### config.mk
export PLATFORM = sky130hd
export DESIGN_NAME = aes_dec_round_ctrl_flat
export DESIGN_NICKNAME = d
export VERILOG_FILES = /design/src/rtl/aes_pkg.sv /design/src/rtl/aes_dec_round_ctrl_if.sv /design/src/rtl/aes_inv_round.sv /design/src/rtl/aes_dec_round_ctrl.sv /design/src/flat_wrapper.sv
export SDC_FILE = /design/constraint.sdc
export NUM_CORES = 2
export LEC_CHECK = 0
export CORE_ASPECT_RATIO = 1.5
export CORE_MARGIN = 4
export CORE_UTILIZATION = 30
export CTS_CLUSTER_DIAMETER = 80
export DETAILED_ROUTE_END_ITERATION = 8
export PLACE_DENSITY = 0.57
export SLEW_MARGIN = 20
export SYNTH_ARGS = -nofsm -noshare
export SYNTH_HDL_FRONTEND = slang
export SYNTH_SLANG_ARGS = --single-unit
### constraint.sdc
create_clock -name clk -period 11.6 [get_ports clk]
set_input_delay 1.74 -clock clk [delete_from_list [all_inputs] [get_ports clk]]
set_output_delay 1.74 -clock clk [all_outputs]
set_load 0.02 [all_outputs]
### src/rtl/aes_pkg.sv
// aes_pkg: shared AES inverse-cipher types, FSM states and GF(2^8) helpers
package aes_pkg;
  localparam int NR_128 = 10;
  localparam int NR_192 = 12;
  localparam int NR_256 = 14;
  typedef logic [127:0] block_t;
  typedef enum logic [1:0] {IDLE, ROUND, FINAL, DONE} state_t;
  localparam logic [0:255][7:0] INV_SBOX = {
    128'h52096ad53036a538bf40a39e81f3d7fb, 128'h7ce339829b2fff87348e4344c4dee9cb,
    128'h547b9432a6c2233dee4c950b42fac34e, 128'h082ea16628d924b2765ba2496d8bd125,
    128'h72f8f66486689816d4a45ccc5d65b692, 128'h6c704850fdedb9da5e154657a78d9d84,
    128'h90d8ab008cbcd30af7e45805b8b34506, 128'hd02c1e8fca3f0f02c1afbd0301138a6b,
    128'h3a9111414f67dcea97f2cfcef0b4e673, 128'h96ac7422e7ad3585e2f937e81c75df6e,
    128'h47f11a711d29c5896fb7620eaa18be1b, 128'hfc563e4bc6d279209adbc0fe78cd5af4,
    128'h1fdda8338807c731b11210592780ec5f, 128'h60517fa919b54a0d2de57a9f93c99cef,
    128'ha0e03b4dae2af5b0c8ebbb3c83539961, 128'h172b047eba77d626e169146355210c7d};
  function automatic logic [7:0] inv_sbox(input logic [7:0] b);
    return INV_SBOX[b];
  endfunction
  function automatic logic [7:0] xtime(input logic [7:0] b);
    return {b[6:0], 1'b0} ^ (b[7] ? 8'h1b : 8'h00);
  endfunction
  // multiply by a 4-bit constant, enough for the inverse mix-columns coefficients
  function automatic logic [7:0] gmul(input logic [7:0] b, input logic [3:0] m);
    logic [7:0] x2, x4, x8;
    x2 = xtime(b);
    x4 = xtime(x2);
    x8 = xtime(x4);
    return ({8{m[0]}} & b) ^ ({8{m[1]}} & x2) ^ ({8{m[2]}} & x4) ^ ({8{m[3]}} & x8);
  endfunction
  function automatic logic [31:0] inv_mix_col(input logic [31:0] a);
    logic [7:0] a0, a1, a2, a3;
    {a0, a1, a2, a3} = a;
    return {gmul(a0, 4'he) ^ gmul(a1, 4'hb) ^ gmul(a2, 4'hd) ^ gmul(a3, 4'h9),
            gmul(a0, 4'h9) ^ gmul(a1, 4'he) ^ gmul(a2, 4'hb) ^ gmul(a3, 4'hd),
            gmul(a0, 4'hd) ^ gmul(a1, 4'h9) ^ gmul(a2, 4'he) ^ gmul(a3, 4'hb),
            gmul(a0, 4'hb) ^ gmul(a1, 4'hd) ^ gmul(a2, 4'h9) ^ gmul(a3, 4'he)};
  endfunction
endpackage

### src/rtl/aes_dec_round_ctrl_if.sv
// aes_dec_round_ctrl_if: ciphertext-in / plaintext-out valid-ready bus
interface aes_dec_round_ctrl_if;
  import aes_pkg::*;
  logic   in_valid;
  logic   in_ready;
  block_t in_data;
  logic   out_valid;
  logic   out_ready;
  block_t out_data;
  modport master (output in_valid, in_data, out_ready, input in_ready, out_valid, out_data);
  modport slave  (input in_valid, in_data, out_ready, output in_ready, out_valid, out_data);
endinterface

### src/rtl/aes_inv_round.sv
// aes_inv_round: one combinational inverse round, mix-columns skipped on the last round
module aes_inv_round
  import aes_pkg::*;
(
  input  block_t i_state,
  input  block_t i_rk,
  input  logic   i_last,
  output block_t o_state
);
  block_t w_sb, w_ark, w_mc;
  for (genvar c = 0; c < 4; c++) begin : g_col
    for (genvar r = 0; r < 4; r++) begin : g_row
      assign w_sb[127-8*(4*c+r) -: 8] = inv_sbox(i_state[127-8*(4*((c+4-r)%4)+r) -: 8]);
    end
    assign w_mc[127-32*c -: 32] = inv_mix_col(w_ark[127-32*c -: 32]);
  end
  assign w_ark   = w_sb ^ i_rk;
  assign o_state = i_last ? w_ark : w_mc;
endmodule

### src/rtl/aes_dec_round_ctrl.sv
// aes_dec_round_ctrl: iterative AES inverse cipher, one round per clock
module aes_dec_round_ctrl
  import aes_pkg::*;
#(
  parameter int NR    = NR_128,
  parameter int RK_AW = 4
) (
  input  logic               clk,
  input  logic               rst_n,
  aes_dec_round_ctrl_if.slave bus,
  input  logic               i_key_ready,
  output logic [RK_AW-1:0]   o_rk_addr,
  input  block_t             i_rk_data,
  output logic               o_busy,
  output logic [RK_AW-1:0]   o_round
);
  localparam logic [RK_AW-1:0] RND_INIT  = RK_AW'(NR);
  localparam logic [RK_AW-1:0] RND_FIRST = RK_AW'(NR - 1);
  localparam logic [RK_AW-1:0] RND_ONE   = RK_AW'(1);
  if (NR != NR_128 && NR != NR_192 && NR != NR_256) begin : g_bad_nr
    $error("aes_dec_round_ctrl: NR must be 10, 12 or 14");
  end
  if ((1 << RK_AW) <= NR) begin : g_bad_aw
    $error("aes_dec_round_ctrl: RK_AW too narrow for NR");
  end
  state_t           r_state, w_state_nxt;
  logic [RK_AW-1:0] r_rnd, w_rnd_nxt;
  block_t           r_blk, w_blk_nxt, w_round_out;
  logic             w_accept;
  aes_inv_round u_round (
    .i_state (r_blk),
    .i_rk    (i_rk_data),
    .i_last  (r_state == FINAL),
    .o_state (w_round_out)
  );
  assign bus.in_ready  = rst_n && (r_state == IDLE) && i_key_ready;
  assign w_accept      = bus.in_valid && bus.in_ready;
  assign bus.out_valid = (r_state == DONE);
  assign bus.out_data  = r_blk;
  assign o_busy        = (r_state != IDLE);
  assign o_rk_addr     = r_rnd;
  assign o_round       = r_rnd;
  // next state, round counter and block: initial key add, middle rounds, final round, hand-off
  always_comb begin
    w_state_nxt = r_state;
    w_rnd_nxt   = r_rnd;
    w_blk_nxt   = r_blk;
    case (r_state)
      IDLE: if (w_accept) begin
        w_blk_nxt   = bus.in_data ^ i_rk_data;
        w_rnd_nxt   = RND_FIRST;
        w_state_nxt = (NR == 1) ? FINAL : ROUND;
      end
      ROUND: begin
        w_blk_nxt   = w_round_out;
        w_rnd_nxt   = r_rnd - RND_ONE;
        w_state_nxt = (r_rnd == RND_ONE) ? FINAL : ROUND;
      end
      FINAL: begin
        w_blk_nxt   = w_round_out;
        w_state_nxt = DONE;
      end
      DONE: if (bus.out_ready) begin
        w_rnd_nxt   = RND_INIT;
        w_state_nxt = IDLE;
      end
    endcase
  end
  // state, counter and block registers; reset discards any partial result
  always_ff @(posedge clk or negedge rst_n) begin
    if (!rst_n) begin
      r_state <= IDLE;
      r_rnd   <= RND_INIT;
      r_blk   <= '0;
    end else begin
      r_state <= w_state_nxt;
      r_rnd   <= w_rnd_nxt;
      r_blk   <= w_blk_nxt;
    end
  end
endmodule

### src/flat_wrapper.sv
// flat-port wrapper written by rule: the top's interface ports become plain ports
module aes_dec_round_ctrl_flat import aes_pkg::*;
#(
  parameter int NR    = NR_128,
  parameter int RK_AW = 4
)
  (clk, rst_n, i_key_ready, o_rk_addr, i_rk_data, o_busy, o_round, bus_in_valid, bus_in_data, bus_out_ready, bus_in_ready, bus_out_valid, bus_out_data);
  aes_dec_round_ctrl_if bus_i ();
  input  logic clk;
  input  logic rst_n;
  input  logic i_key_ready;
  output logic [RK_AW-1:0] o_rk_addr;
  input  block_t i_rk_data;
  output logic o_busy;
  output logic [RK_AW-1:0] o_round;
  input wire logic [$bits(bus_i.in_valid)-1:0] bus_in_valid;
  input wire logic [$bits(bus_i.in_data)-1:0] bus_in_data;
  input wire logic [$bits(bus_i.out_ready)-1:0] bus_out_ready;
  output wire logic [$bits(bus_i.in_ready)-1:0] bus_in_ready;
  output wire logic [$bits(bus_i.out_valid)-1:0] bus_out_valid;
  output wire logic [$bits(bus_i.out_data)-1:0] bus_out_data;
  assign bus_i.in_valid = bus_in_valid;
  assign bus_i.in_data = bus_in_data;
  assign bus_i.out_ready = bus_out_ready;
  assign bus_in_ready = bus_i.in_ready;
  assign bus_out_valid = bus_i.out_valid;
  assign bus_out_data = bus_i.out_data;
  aes_dec_round_ctrl #(.NR(NR), .RK_AW(RK_AW)) u_core (.clk(clk), .rst_n(rst_n), .bus(bus_i), .i_key_ready(i_key_ready), .o_rk_addr(o_rk_addr), .i_rk_data(i_rk_data), .o_busy(o_busy), .o_round(o_round));
endmodule
==> results.txt <==
Post-CTS Setup Bufs: 0
Total wire length: 449000 um
Row Count: 224
Tcrit/Tclk final: 62.1%
Antenna violations before repair: 21
Hold path depth: 1
Via count: 90500
Final Critical Period: 7210 ps
Final #Nets: 10300
Setup Crit Path Kind: flip-flop to flip-flop
First-pass GRT wire length: 637000 um
Main flop type after synthesis: dfrtp_1
Setup_tns: 0 ps
Seq/Total Area, Yosys: 4.48%
R2R Path End: u_core.bus.out_data[21]
Post-Syn Nets: 10800
Area Growth Syn to Fin: 7.34%
Number of synthesized register bits: 134
Die height: 620 um
CTS tree: done
CP most frequent cell: o21ai_0
DR WL/cell: 34.6 um
Io pins: 400
Die X: 416 um
Largest net degree at the start of global routing: 121
Worst Reg-to-Reg Cells: 14
# setup viols final: 0
Post-Syn Instances: 10200
Clock Tree Root: clkbuf_16
Hold EP: u_core.bus.out_data[29]
Least-Margin Pin Slew: 1190 ps
Drt pass-1 iters: 9
Setup crit end kind: flip-flop
Bufs and invs on worst path: 1
Post-synth EDFFs: 0
Worst R2R Start: u_core.bus.out_data[72]
Hold buffers post-CTS: 0
Crit path cell chain: inv_1, ha_1, nor2b_1, o21ai_0, o311ai_0, and4_1, o32ai_1, xor2_2, xnor2_1, xnor3_1, xor2_1, xor3_1, a211o_1, o21ai_0
Violated checks: DRC
Synth cell types: 116
Worst Min Path Start: u_core.bus.out_data[29]
# resized after CTS: 0
Global route total overflow: 0
Core area: 248000 sq um
H-Tree Depth: 4
Crit path DAT: 7650 ps
Final antenna-violating net count: 0
Max-slew violations: 0
Skew-Pair Late Insertion Delay: 560 ps
Cell Area, Synth: 74900 sq um
FMAX: 139 MHz
Crit path max fanout: 25
Number of violations of the max-capacitance limit: 0
Max stage delay on crit path: 1150 ps
# fillers: 26900
Synth warn: 0
Clock Tree Buf Depth: 2
Slew headroom: 18.8%
Port Buffer Count: 399
DRC viols: 5
Via/cell ratio: 6.97
Status: complete, but fails checks
Routability cong.: 1.06
Number of global-route vias before repair: 84700
Share of layout cells above drive strength 1: 9.88%
Syn_area_per_cell: 7.34 sq um
Hold WC Path Type: flip-flop to flip-flop
Clock Sinks: 134
RSZ-0062 raised after global routing: no
Final hold violation count: 0
Clock Skews: 25.2 ps
Worst R2R Setup Slack: 4390 ps
Ys async rst share: 100%
Startpoint types: flip-flop
Post-DP HPWL: 326000 um
Gr usage total: 32.8%
Die area: 258000 sq um
Slowest-stage cell, CP: dfrtp_1
TritonCTS Buffers: 17
Initial Util: 30.2%
Initial DRC count: 15900
WP data required: 12050 ps
Crit-path leading delay family: XOR/XNOR gates
Clock transition at path regs: 90 ps
-- cells by family after synthesis --
| kind of cell | count (synthesis) | share of synthesized area (%) |
|---|---|---|
| compound gates | 3677 | 34.5 |
| xor+xnor | 1035 | 15.4 |
| fa+ha+maj | 306 | 5.11 |
| buf+inv | 1417 | 8.40 |
| flops | 134 | 4.48 |
| mux | 493 | 10.7 |
| simple gates | 3135 | 21.4 |
-- worst max-delay path by stage --
stage / from / depth (start not counted) / to
after floorplan: u_core.bus.out_data[65] / 16 / u_core.bus.out_data[124]
after global placement: u_core.bus.out_data[72] / 14 / u_core.bus.out_data[21]
after detailed placement: u_core.bus.out_data[72] / 14 / u_core.bus.out_data[21]
after CTS: u_core.bus.out_data[72] / 14 / u_core.bus.out_data[21]
after global routing: u_core.bus.out_data[72] / 14 / u_core.bus.out_data[21]
final: u_core.bus.out_data[72] / 14 / u_core.bus.out_data[21]
-- per-layer routing --
| metal | GRT usage [%] | vias to the layer above | part of all wire, % | wire [um] |
|---|---|---|---|---|
| met1 | 38.9 | 43500 | 36 | 160000 |
| li1 | - | 37600 | - | - |
| met5 | 0 | - | 0.028 | 125 |
| met4 | 21.2 | 18 | 8.4 | 37700 |
| met2 | 53.4 | 7536 | 45 | 202000 |
| met3 | 7.56 | 1869 | 11 | 49900 |
-- worst reg2reg max path, delay by kind of cell, from the launching register on --
family	cells	cell delay (ps)
AO/OA/AOI/OAI	5	1670
adder cells (fa/ha/maj)	1	730
flip-flops	1	1150
AND/OR/NAND/NOR	2	650
buffers and inverters	1	580
XOR/XNOR	5	2340
-- metrics by stage --
step           util, %  std cells  hold WS (ps)  worst slack, ps  area (sq um)
6_report          32.4      13000           528             4390         80400
5_1_grt           32.4      13000           544             4330         80400
4_1_cts           32.4      13000           527             4700         80300
3_5_place_dp      32.1      12900           509             4720         79800
3_3_place_gp      32.1      12900           535             4590         79800
2_1_floorplan        -      10200           511             6300         74900
-- area by class of cell --
cell class	instances	area [sq um]	share of cell area, %
diodes	6	15.0	0.0187
clock inverters	13	150	0.187
multi-input cells	8646	65400	81.3
inverters	225	847	1.05
well taps	3277	4100	5.10
flip-flops and latches	134	3490	4.35
clock buffers	19	443	0.551
repair buffers	661	5990	7.45
-- synth_stat cells, types with 111 or more instances --
| master | number | area share [%] |
|---|---|---|
| mux4_2 | 241 | 7.2 |
| a21oi_1 | 733 | 4.9 |
| o311ai_0 | 134 | 1.6 |
| o21ai_0 | 634 | 4.2 |
| nand3_1 | 257 | 1.7 |
| a31oi_1 | 210 | 1.8 |
| buf_2 | 401 | 2.7 |
| clkbuf_1 | 606 | 3.0 |
| o211ai_1 | 189 | 1.9 |
| nor3_1 | 272 | 1.8 |
| inv_1 | 189 | 0.95 |
| a221oi_1 | 150 | 1.8 |
| xnor2_1 | 580 | 6.8 |
| a311oi_1 | 156 | 1.8 |
| nand2_1 | 717 | 3.6 |
| ha_1 | 306 | 5.1 |
| mux2i_1 | 180 | 2.4 |
| dfrtp_1 | 132 | 4.4 |
| a211oi_1 | 218 | 2.2 |
| xnor3_1 | 112 | 3.4 |
| xor2_1 | 256 | 3.0 |
| nand2b_1 | 395 | 3.3 |
| nor2b_1 | 276 | 2.3 |
| o31ai_1 | 111 | 1.1 |
| nor2_1 | 610 | 3.1 |
-- sequential cells by signal (all words and copies together) (netlist names), named ones only --
| signal | flops |
|---|---|
| u_core.bus.out_data | 128 |
| u_core.o_rk_addr | 4 |
| u_core.r_state | 1 |
-- layout by cell type (no fill, tap or decap), types with 72 or more instances in the layout --
master           instances
and2_1                  95
nand3_1                257
o221ai_1               108
a211o_1                 85
nand2_1                714
nor3_1                 271
a31oi_1                210
clkdlybuf4s50_1        398
nand2b_1               395
o211ai_1               189
mux2_2                  72
inv_1                  188
and3_1                  75
a311oi_1               155
xnor3_1                112
a221oi_1               150
mux4_2                 241
o22ai_1                 93
o21ai_0                633
nor2b_1                276
or2_2                   98
xnor2_1                579
mux2i_1                180
dfrtp_1                 77
a211oi_1               217
nor2_1                 606
buf_4                  259
or3_1                   75
a21o_1                  79
o311ai_0               134
xor2_1                 255
ha_1                   305
o31ai_1                111
a21oi_1                733
Power is left out: the tool's default activity adds up to more than one toggle a clock period on the data nets, which glitch-free logic cannot reach.
